**src/rtl/uart_rx_ctrl.sv**
```systemverilog
// Receive sequencer for a 16x-oversampled serial line: start detect, mid-bit
// sampling via an external bit-sampling counter, stop check and valid/ready output.
module uart_rx_ctrl #(
  parameter int         DATA_BITS = 8,
  parameter logic [3:0] MID       = 4'd7
) (
  input  logic                 clk,
  input  logic                 rst,
  input  logic                 rxd,
  input  logic [3:0]           bitProgress,
  output logic                 bscEnable,
  output logic                 bscClear,
  output logic [DATA_BITS-1:0] dataOut,
  output logic                 dataValid,
  input  logic                 dataReady,
  output logic                 framingError,
  output logic                 overrun
);

  typedef enum logic [2:0] {
    ST_IDLE,
    ST_START,
    ST_DATA,
    ST_STOP,
    ST_BREAK
  } state_t;

  localparam logic [2:0] LAST_BIT = 3'(DATA_BITS - 1);

  state_t               state_reg;
  logic [1:0]           sync_reg;
  logic [DATA_BITS-1:0] shift_reg;
  logic [2:0]           bit_count_reg;

  logic                 rxd_s;
  logic                 at_mid;
  logic [DATA_BITS:0]   shift_wide;
  logic [DATA_BITS-1:0] shift_next;

  assign rxd_s      = sync_reg[1];
  assign at_mid     = (bitProgress == MID);
  // New bit enters at the MSB so the first (LSB) bit ends up in bit 0.
  assign shift_wide = {rxd_s, shift_reg};
  assign shift_next = shift_wide[DATA_BITS:1];

  assign bscEnable = (state_reg == ST_START) || (state_reg == ST_DATA) || (state_reg == ST_STOP);
  assign bscClear  = !bscEnable;

  always_ff @(posedge clk or negedge rst) begin
    if (!rst) begin
      state_reg     <= ST_IDLE;
      sync_reg      <= 2'b11;
      shift_reg     <= '0;
      bit_count_reg <= '0;
      dataOut       <= '0;
      dataValid     <= 1'b0;
      framingError  <= 1'b0;
      overrun       <= 1'b0;
    end else begin
      sync_reg     <= {sync_reg[0], rxd};
      framingError <= 1'b0;
      overrun      <= 1'b0;
      if (dataValid && dataReady) begin
        dataValid <= 1'b0;
      end

      case (state_reg)
        ST_IDLE: begin
          if (!rxd_s) begin
            state_reg <= ST_START;
          end
        end
        ST_START: begin
          if (at_mid) begin
            if (!rxd_s) begin
              state_reg     <= ST_DATA;
              bit_count_reg <= '0;
            end else begin
              state_reg <= ST_IDLE;
            end
          end
        end
        ST_DATA: begin
          if (at_mid) begin
            shift_reg     <= shift_next;
            bit_count_reg <= bit_count_reg + 3'd1;
            if (bit_count_reg == LAST_BIT) begin
              state_reg <= ST_STOP;
            end
          end
        end
        ST_STOP: begin
          if (at_mid) begin
            if (rxd_s) begin
              // A load overrides the handshake clear issued above in the same cycle.
              dataOut   <= shift_reg;
              dataValid <= 1'b1;
              overrun   <= dataValid && !dataReady;
              state_reg <= ST_IDLE;
            end else begin
              framingError <= 1'b1;
              state_reg    <= ST_BREAK;
            end
          end
        end
        ST_BREAK: begin
          if (rxd_s) begin
            state_reg <= ST_IDLE;
          end
        end
        default: state_reg <= ST_IDLE;
      endcase
    end
  end

endmodule

```
**config.mk**
```make
export PLATFORM = sky130hd
export DESIGN_NAME = uart_rx_ctrl
export DESIGN_NICKNAME = d
export VERILOG_FILES = /design/src/rtl/uart_rx_ctrl.sv
export SDC_FILE = /design/constraint.sdc
export NUM_CORES = 1
export LEC_CHECK = 0
export CAP_MARGIN = 20
export CORE_MARGIN = 2
export CORE_UTILIZATION = 26
export CTS_CLUSTER_DIAMETER = 150
export DETAILED_ROUTE_END_ITERATION = 7
export PLACE_DENSITY = 0.47
export SLEW_MARGIN = 20
export SYNTH_ARGS = -nofsm -noshare
export SYNTH_HDL_FRONTEND = slang
export SYNTH_SLANG_ARGS = --single-unit
```
**constraint.sdc**
```tcl
create_clock -name clk -period 1.55 [get_ports clk]
set_input_delay 0.3875 -clock clk [delete_from_list [all_inputs] [get_ports clk]]
set_output_delay 0.3875 -clock clk [all_outputs]
set_load 0.02 [all_outputs]
```
# Yosys cells after proc, flatten, opt, wreduce, memory -nomap -nowiden
# Cells that the tools add are included.
dict set report word_totals {
  ff_bits 27
  inputBits 8
  output_inout_bits 13
  wordCells 57
}
dict set report classes {
  addsub 1
  eq_ne 13
  mux 23
  n_reduce_logical 12
}
# op count
set ops {}
lappend ops {{$mux W3} 10}
lappend ops {{$pmux W3 S5} 1}
lappend ops {{$ne A2 B2 Y1 const B} 6}
lappend ops {{$mux W1} 10}
lappend ops {{$eq A3 B2 Y1 const B} 2}
lappend ops {{$eq A3 B3 Y1 const B} 2}
lappend ops {{$pmux W3 S2} 1}
lappend ops {{$reduce_and A6 Y1} 1}
lappend ops {{$eq A4 B3 Y1 const B} 1}
lappend ops {{$reduce_and A4 Y1} 1}
lappend ops {{$add A3 B1 Y3 const B} 1}
lappend ops {{$eq A3 B1 Y1 const B} 1}
lappend ops {{$logic_not A3 Y1} 1}
lappend ops {{$reduce_and A3 Y1} 1}
lappend ops {{$logic_and A1 B1 Y1} 2}
lappend ops {{$logic_not A1 Y1} 2}
lappend ops {{$logic_or A1 B1 Y1} 2}
lappend ops {{$mux W2} 1}
lappend ops {{$ne A2 B1 Y1 const B} 1}
lappend ops {{$reduce_and A2 Y1} 1}
lappend ops {{$reduce_bool A2 Y1} 1}

# Logic depth before layout (Yosys ltp)
# Gate-level depths: netlist (run 1).
dict set report logic_depth {
  depth_word 5
  depth_mapped 4
  mapped_depth_nobuf 4
}

# Least setup slack after synthesis (run 1)
# OpenSTA, ideal clock, no wires.
dict set report synth_path {
  kind {register to output}
  from {reg state_reg[0]}
  to {out bscClear}
  arrival_time_ns 1.094
  required_time_ns 1.162
  slack_ns 0.069
  stages_incl_launch_ff 5
  n_path_buf 1
  cell_sequence {dfrtp_1 buf_2 nor2_1 nor2_1 inv_1}
}
dict set report synth_via {
  elab_chain_len 4
  elab_cells_between_ends 6
  cone_classes {eq/ne (3); reduce/logical (3)}
}
# item line_no
set synth_rtl {}
lappend synth_rtl {{start, declared} 30} ;# state_t state_reg;
lappend synth_rtl {{start signal, assigned} 51} ;# state_reg <= ST_IDLE;
lappend synth_rtl {{start signal, assigned} 70} ;# state_reg <= ST_START;
lappend synth_rtl {{start signal, assigned} 76} ;# state_reg <= ST_DATA;
lappend synth_rtl {{$eq A3 B1 Y1 / $eq A3 B2 Y1 (equally long branches)} 46} ;# assign bscEnable = (state_reg == ST_START) || (state_reg == ST_DATA) || (state_reg == ST_STOP);
lappend synth_rtl {{$logic_or A1 B1 Y1} 46}
lappend synth_rtl {{$logic_or A1 B1 Y1 (*)} 46}
lappend synth_rtl {{net bscEnable} 11} ;# output logic bscEnable,
lappend synth_rtl {{$logic_not A1 Y1 (*)} 47} ;# assign bscClear = !bscEnable;
lappend synth_rtl {{end, declared} 12} ;# output logic bscClear,
# The timed path passes the listed nets; every way through them passes the cells marked *.

# Worst setup path after layout (run 1)
dict set report layout_path {
  from {reg state_reg[2]}
  to {reg shift_reg[6]}
}
dict set report layout_via {
  elab_chain_len 2
}
# item line_no
set layout_rtl {}
lappend layout_rtl {{$eq A3 B2 Y1} 67} ;# case (state_reg)
lappend layout_rtl {{$reduce_and A2 Y1 (no line)} --}
lappend layout_rtl {{end signal, assigned} 85} ;# shift_reg <= shift_next;
lappend layout_rtl {{end, declared} 32} ;# logic [DATA_BITS-1:0] shift_reg;
# Every way passes these cells.
# A chain may end at the register's enable or synchronous reset.

==> impl_metrics.ini, run 1 <==
[outcome]
status = complete, no violations

[setup_path]
required_ps = 1710
worstPathCellList = buf_4 -> or3b_4 -> nor2_4 -> mux2_2
slowest_delay_ps = 420
worstPathArrival_ps = 1670
crit_type = flop to flop
start_kind = flop
regToRegSetupSlack_ps = 40
cp_max_fo = 4
worstSetupEndpointType = flop
cp_slowest_cell = dfrtp_1

[clock_network]
cts_tree = built
htreeDepth = 1
cts_buffer_depth = 2
hold_buffers = 0
cts.sinks = 27
cts_made_buffers = 3
clk-insertion-delay-late_ps = 270
cts-root-buf = clkbuf_8
clk_pin_slew_ps = 90

[drt]
ant_nets = 0
wl_um = 2250
drtPass1Iterations = 4
num_vias = 795
avgRoutedWirePerCell_um = 13.1
drt_iter0_markers = 18
viasPerCell = 4.62
drcViolationCount = 0

[sta]
tightest_slew_ps = 326
finClkSkew_ps = 2.66
finalMaxSlewViolations = 0
final_hold_viol_count = 0
rsz0062_at_grt = false
period_minus_slack_ps = 1510
max_clock_freq_mhz = 661
maxSlewHeadroom_pct = 78.1
finalCritPeriodShare_pct = 97.6
setup_viol = 0

[placed_design]
placedCellCount = 163
dp_hpwl_um = 1530
gp_congestion = 0.799
placed_cell_area_sq_um = 1480
port_buffers = 20

[cells_and_area]
most-common-layout-cells = 25 x dfrtp_1, 15 x mux2_2, 15 x buf_4
layout.cells.most_common = dfrtp_1
n_antenna_cell = 0
nets = 133
final_cell_area_sq_um = 1580
instances_no_fill = 172
drive_above_1_share_pct = 39.3
area_growth_pct = 39.2

[logic_synthesis]
yosysSeqAreaShare_pct = 59.9
synth_xor_area_share_pct = 0
synth_edf_count = 0
synth-compound-area-share_pct = 7.85
synth.distinct_cells = 27
synth_top_family_by_area = multiplexers
synth_area_per_cell_sq_um = 13.5
synthCells = 84
yosys.area_share.simple_pct = 11.4
netlist_area_sq_um = 1130
synth_nets = 94
synth_adder_area_share_pct = 2.21
synthFlopType = dfrtp_1
async_reset_ff_share_pct = 100
synth_warnings = 0
ys_ff_latch = 27
synth_mux_area_share_pct = 16.2

[floorplanning]
rows = 23
core_area_sq_um = 4090
dieArea_sq_um = 4900
io_pins = 21
die_w_um = 70.0
initial_core_util_pct = 27.7
fp.dieH_um = 70.0

[global_route]
grt_pass1_wl_um = 3760
grt_pass1_vias = 784
grtUsageTotal_pct = 9.69
overflow = 0
antenna_found_initial = 0
grt_max_degree = 28

[min_path]
min_path_type = flop to flop

[pwr]
p_leak_nw = 0.798
powerDensity_nw_per_um2 = 872
vdd_ir_drop_max_uv = 287

[flow_run]
max_cap_viol_count = 0
-- per-layer routing --
metal  track usage (%)  vias to the layer above  part of all wire (%)  wire (um)
li1                  -                      388                     -          -
met1              12.8                      390                    47       1060
met2              14.7                       12                    48       1090
met3              1.73                        5                   2.0         46
met4              5.77                        0                   2.5         57
met5                 0                        -                     0          0
-- Yosys cell counts, drive strengths merged, types with 2 or more instances --
cell type | n | area [sq um]
dfrtp | 25 | 626
mux2 | 16 | 184
nor2 | 6 | 22.5
a21oi | 4 | 20.0
o21ai | 4 | 20.0
a211oi | 3 | 22.5
buf | 3 | 20.0
dfstp | 2 | 52.6
ha | 2 | 25.0
inv | 2 | 7.51
nand2 | 2 | 7.51
nand3 | 2 | 15.0
nor3 | 2 | 10.0
-- through the flow --
stage	setup WS [ps]	util (%)	total power, mW	setup TNS [ps]	hold WS, ps
4_1_cts	-8.44	37.9	1.38	-8.44	367
5_1_grt	2.27	38.6	1.45	0	371
3_5_place_dp	-437	36.2	0.962	-8410	353
2_1_floorplan	68.9	-	0.853	0	91.9
3_3_place_gp	-415	36.2	0.957	-7850	346
6_report	37.6	38.6	1.37	0	365
-- final cells by class --
cell class | instances | area [sq um]
Clock inverter | 1 | 7.51
Timing Repair Buffer | 36 | 314
Sequential cell | 27 | 678
Tap cell | 50 | 62.6
Clock buffer | 3 | 41.3
Multi-Input combinational cell | 53 | 465
Fill cell | 411 | 2510
Inverter | 2 | 7.51
-- timing repair --
item	CTS	global route
gates cloned	1	0
endpoints found under the setup margin	33	13
resized for setup	26	4
endpoints found under the hold margin	0	0
setup buffers	1	3
pin swaps	2	0
-- kinds of logic after synthesis --
kind of cell | count (synthesis)
muxes | 16
DFF | 27
AOI/OAI and AO/OA | 14
adders and majority gates | 2
buffers and inverters | 5
and+or+nand+nor | 20
-- critical path: cells and delay by family, from the launching register on --
kind,cells,cell delay (ps)
buffers and inverters,1,140
and+or+nand+nor,2,500
DFF,1,420
muxes,1,340
-- final timing paths --
path / start / end / cells past startpoint
min in group asynchronous: rst / state_reg[1] / 2
setup reg to reg: state_reg[2] / shift_reg[6] / 4
setup / recovery: state_reg[2] / shift_reg[6] / 4
hold / removal: sync_reg[0] / sync_reg[1] / 0
max in group asynchronous: rst / sync_reg[1] / 2
hold reg to reg: sync_reg[0] / sync_reg[1] / 0
-- power breakdown --
part | internal (mW) | switching [mW] | total, mW
clock | 0.182 | 0.222 | 0.405
sequential | 0.725 | 0.0150 | 0.740
combinational | 0.108 | 0.122 | 0.230
total | 1.02 | 0.359 | 1.37
(Power assumes the default switching activity.)
==> run 2: changes to the inputs <==
==> constraint.sdc (replaced) <==
create_clock -name clk -period 1.55 [get_ports clk]
set_input_delay 0.3875 -clock clk [delete_from_list [all_inputs] [get_ports clk]]
set_output_delay 0.3875 -clock clk [all_outputs]
set_load 0.005 [all_outputs]
==> run 2 against run 1 <==
  * Final cell count rose by 2.9%
  * Clock-buffer cell count did not move
  * Global-route usage is 0.78 points higher
  * Critical endpoint unchanged
  * Highest routed layer unchanged
==> impl_metrics.ini, run 2 (synthesis results as in run 1) <==
[outcome]
status = complete, no violations

[setup_path]
slowest_delay_ps = 410
start_kind = flop
worstPathArrival_ps = 1690
regToRegSetupSlack_ps = 30
r2r_start = state_reg[2]
crit_type = flop to flop
cp_slowest_cell = dfrtp_1
worstPathCellList = buf_6 -> or3b_4 -> nor2_4 -> mux2_4
r2r-end = shift_reg[6]
cp_max_fo = 5
required_ps = 1720
worstSetupEndpointType = flop
reg2regPathDepth = 4

[global_route]
grtUsageTotal_pct = 10.5
antenna_found_initial = 0
grt_max_degree = 28
grt_pass1_vias = 803
overflow = 0
grt_pass1_wl_um = 4060

[clock_network]
cts_buffer_depth = 2
clk-insertion-delay-late_ps = 280
cts_made_buffers = 3
hold_buffers = 0
cts_tree = built
clk_pin_slew_ps = 100
cts.sinks = 27
htreeDepth = 1
cts-root-buf = clkbuf_8

[floorplanning]
io_pins = 21
fp.dieH_um = 70.0
rows = 23
core_area_sq_um = 4090
initial_core_util_pct = 27.7
dieArea_sq_um = 4900
die_w_um = 70.0

[pwr]
p_int_mw = 1.04
powerDensity_nw_per_um2 = 840
combinationalPowerShare_pct = 18.2
p_clk_share_pct = 29.1
p_seq_share_pct = 52.7
p_switching_uw = 367
p_leak_nw = 0.926
p_total_mw = 1.41
vdd_ir_drop_max_uv = 460
switching_share_pct = 26.0

[placed_design]
placedCellCount = 161
placed_cell_area_sq_um = 1460
gp_congestion = 0.789
port_buffers = 20

[cells_and_area]
regArea_sq_um = 678
instances_no_fill = 177
area_growth_pct = 48.2
nets = 138
layout.cells.most_common = dfrtp_1
n_antenna_cell = 0
fillers = 392
most-common-layout-cells = 25 x dfrtp_1, 18 x buf_4, 13 x mux2_2
final_cell_area_sq_um = 1680
multi_input_area_sq_um = 485
drive_above_1_share_pct = 41.7

[drt]
drtPass1Iterations = 4
avgRoutedWirePerCell_um = 13.4
num_vias = 818
wl_um = 2380
viasPerCell = 4.62
drcViolationCount = 0
drt_iter0_markers = 24
ant_nets = 0

[sta]
maxSlewHeadroom_pct = 79.3
final_hold_viol_count = 0
setup_viol = 0
max_clock_freq_mhz = 659
tightest_slew_ps = 308
period_minus_slack_ps = 1520
finClkSkew_ps = 5.12
finalMaxSlewViolations = 0
tns_ps = 0
hold_ws_ps = 361
finalCritPeriodShare_pct = 97.9
rsz0062_at_grt = true

[min_path]
min_path_type = flop to flop
min_to = sync_reg[1]
worstHoldStart = sync_reg[0]
hold_depth = 0

[flow_run]
max_cap_viol_count = 0
## run 2: metal layers
layer	wire length (um)	part of all wire, %	up-vias	GRT usage (%)
li1	-	-	394	-
met1	1050	44	406	13.6
met2	1190	50	14	16.4
met3	97	4.1	4	3.17
met4	40	1.7	0	3.85
met5	0	0	-	0
## run 2: layout make-up
class,instances,area share (%)
timing repair buffer,41,23.6
inverter,2,0.447
multi-input combinational,53,28.9
clock inverter,1,0.447
clock buffer,3,2.46
sequential,27,40.4
tap,50,3.73
## run 2: worst max-delay path: cells and delay by family (launching register included)
family                 cells  cell delay (ps)
and+or+nand+nor            2              560
buffers and inverters      1              130
DFF                        1              410
muxes                      1              310
## run 2: timing repair
action,CTS,global route
endpoints found under the setup margin,22,24
cloned,1,0
pin swaps,3,4
buffers inserted,5,6
gates resized for setup,10,22
## run 2: worst max-delay path by stage
stage	start	slack (ps)	end	depth (start not counted)
floorplan	state_reg[2]	160	shift_reg[6]	3
global placement	bitProgress[1]	-420	dataOut[6]	4
detailed placement	bitProgress[3]	-450	dataOut[6]	4
CTS	state_reg[0]	-20	shift_reg[6]	4
global route	state_reg[2]	-20	shift_reg[6]	4
finish	state_reg[2]	30	shift_reg[6]	4
## run 2: power groups by stage
stage	Sequential, mW	Combinational (mW)	Clock (mW)
2_1_floorplan	0.754	0.0866	0
3_3_place_gp	0.755	0.184	0
3_5_place_dp	0.756	0.188	0
4_1_cts	0.741	0.227	0.424
5_1_grt	0.744	0.281	0.450
6_report	0.743	0.257	0.410
## run 2: metrics by stage
step	util, %	worst slack, ps
6_report	41.1	32.1
5_1_grt	41.1	-18.2
4_1_cts	38.7	-22.6
3_5_place_dp	35.8	-453
3_3_place_gp	35.8	-417
2_1_floorplan	-	160
==> run 3: changes to the inputs <==
CORE_UTILIZATION = 50   (was 26)
PLACE_DENSITY = 0.78   (was 0.47)
==> run 3 against run 2 <==
  * Sequential power about the same
  * Global-route usage up 8.5 points
  * Setup slack better by 6.5 ps
  * Sequential cell count unchanged
  * Highest routed layer unchanged
  * Wire length down 12%
  * Largest power group unchanged
==> impl_metrics.ini, run 3 (synthesis results as in run 1) <==
[clock_network]
cts.sinks = 27
cts_made_buffers = 3
cts_buffer_depth = 2
clk_pin_slew_ps = 150
htreeDepth = 1
cts-root-buf = clkbuf_4
clk-insertion-delay-late_ps = 320
cts_tree = built
hold_buffers = 0

[sta]
max_clock_freq_mhz = 662
maxSlewHeadroom_pct = 84.3
final_hold_viol_count = 0
period_minus_slack_ps = 1510
setup_viol = 0
finClkSkew_ps = 4.91
tightest_slew_ps = 234
hold_ws_ps = 369
rsz0062_at_grt = true
finalCritPeriodShare_pct = 97.5
finalMaxSlewViolations = 0

[min_path]
min_to = sync_reg[1]
worstHoldStart = sync_reg[0]
hold_depth = 0
min_path_type = flop to flop

[floorplanning]
initial_core_util_pct = 52.2
die_w_um = 51.6
io_pins = 21
rows = 17
fp.dieH_um = 51.6
dieArea_sq_um = 2660
core_area_sq_um = 2170

[setup_path]
crit_type = flop to flop
reg2regPathDepth = 4
worstPathArrival_ps = 1740
required_ps = 1780
r2r-end = shift_reg[6]
worstSetupEndpointType = flop
start_kind = flop
r2r_start = state_reg[2]
regToRegSetupSlack_ps = 40
cp_max_fo = 3

[pwr]
switching_share_pct = 26.5
powerDensity_nw_per_um2 = 840
p_int_uw = 934
p_leak_nw = 0.781
p_clk_share_pct = 24.4
p_seq_share_pct = 58.4
p_switching_uw = 336
combinationalPowerShare_pct = 17.1
vdd_ir_drop_max_uv = 698

[placed_design]
port_buffers = 20
gp_congestion = 0.833
placed_cell_area_sq_um = 1430
dp_hpwl_um = 1520

[cells_and_area]
n_antenna_cell = 0
fillers = 175
nets = 133
regArea_sq_um = 678
most-common-layout-cells = 25 x dfrtp_1, 16 x buf_4, 14 x mux2_2
drive_above_1_share_pct = 39.3
area_growth_pct = 33.6
layout.cells.most_common = dfrtp_1
final_cell_area_sq_um = 1510
multi_input_area_sq_um = 454

[drt]
drcViolationCount = 0
viasPerCell = 5.44
wl_um = 2100
wl_met3_um = 50
ant_nets = 0
drt_iter0_markers = 4
wl_met2_um = 1050
num_vias = 816
wl_met1_um = 935
drtPass1Iterations = 3
avgRoutedWirePerCell_um = 14.0
highest_layer = met4

[global_route]
overflow = 0
grtUsageTotal_pct = 19.0
antenna_found_initial = 0
grt_pass1_wl_um = 3680
grt_pass1_vias = 848
grt_max_degree = 17

[outcome]
status = complete, no violations

[flow_run]
max_cap_viol_count = 0
==> run 3: worst max-delay path by stage <==
stage                               from      endpoint  cells past startpoint
after global routing        state_reg[2]    dataOut[6]                      5
after CTS                   state_reg[0]  shift_reg[6]                      4
after floorplan             state_reg[2]  shift_reg[6]                      3
final                       state_reg[2]  shift_reg[6]                      4
after detailed placement  bitProgress[1]    dataOut[6]                      4
after global placement    bitProgress[1]    dataOut[6]                      4
==> run 3: worst max-delay path: stages, from the launching register on <==
cell and delay, ps:
dfrtp_1 430, buf_6 130, or3b_4 410, nor2_4 140, mux2_4 310
==> run 3: layout make-up <==
class                           count  area share, %
Sequential cell                    27           44.8
Multi-Input combinational cell     52           30.0
Timing Repair Buffer               37           20.3
Tap cell                           28           2.32
Clock buffer                        3           1.49
Clock inverter                      1          0.496
Inverter                            2          0.496
==> run 3: metrics by stage <==
stage               worst slack [ps]  setup TNS (ps)  cells  util (%)  power (mW)
floorplan                        160               0     84         -       0.841
global placement                -297           -5540    140      65.9       0.937
detailed placement              -325           -6520    140      65.9       0.942
CTS                            -20.8           -20.8    149      68.5        1.26
global route                   -33.7            -183    150      69.7        1.33
finish                          38.6               0    150      69.7        1.27
==> run 3: power groups by stage <==
stage / Combinational [mW] / Sequential (mW) / Clock (mW)
floorplan: 0.0866 / 0.754 / 0
global placement: 0.183 / 0.754 / 0
detailed placement: 0.186 / 0.756 / 0
CTS: 0.203 / 0.742 / 0.314
global route: 0.239 / 0.745 / 0.345
finish: 0.218 / 0.742 / 0.310
==> run 3: per-layer routing <==
metal | GRT usage [%] | up-vias
met4 | 11.4 | 0
met1 | 25.4 | 415
li1 | - | 383
met5 | 0 | -
met2 | 29.3 | 12
met3 | 2.87 | 6
==> run 3: timing repair <==
| action | in CTS | in global routing |
|---|---|---|
| pin swaps | 2 | 4 |
| resized for setup | 20 | 9 |
| endpoints found under the setup margin | 13 | 20 |
| setup buffers | 5 | 1 |
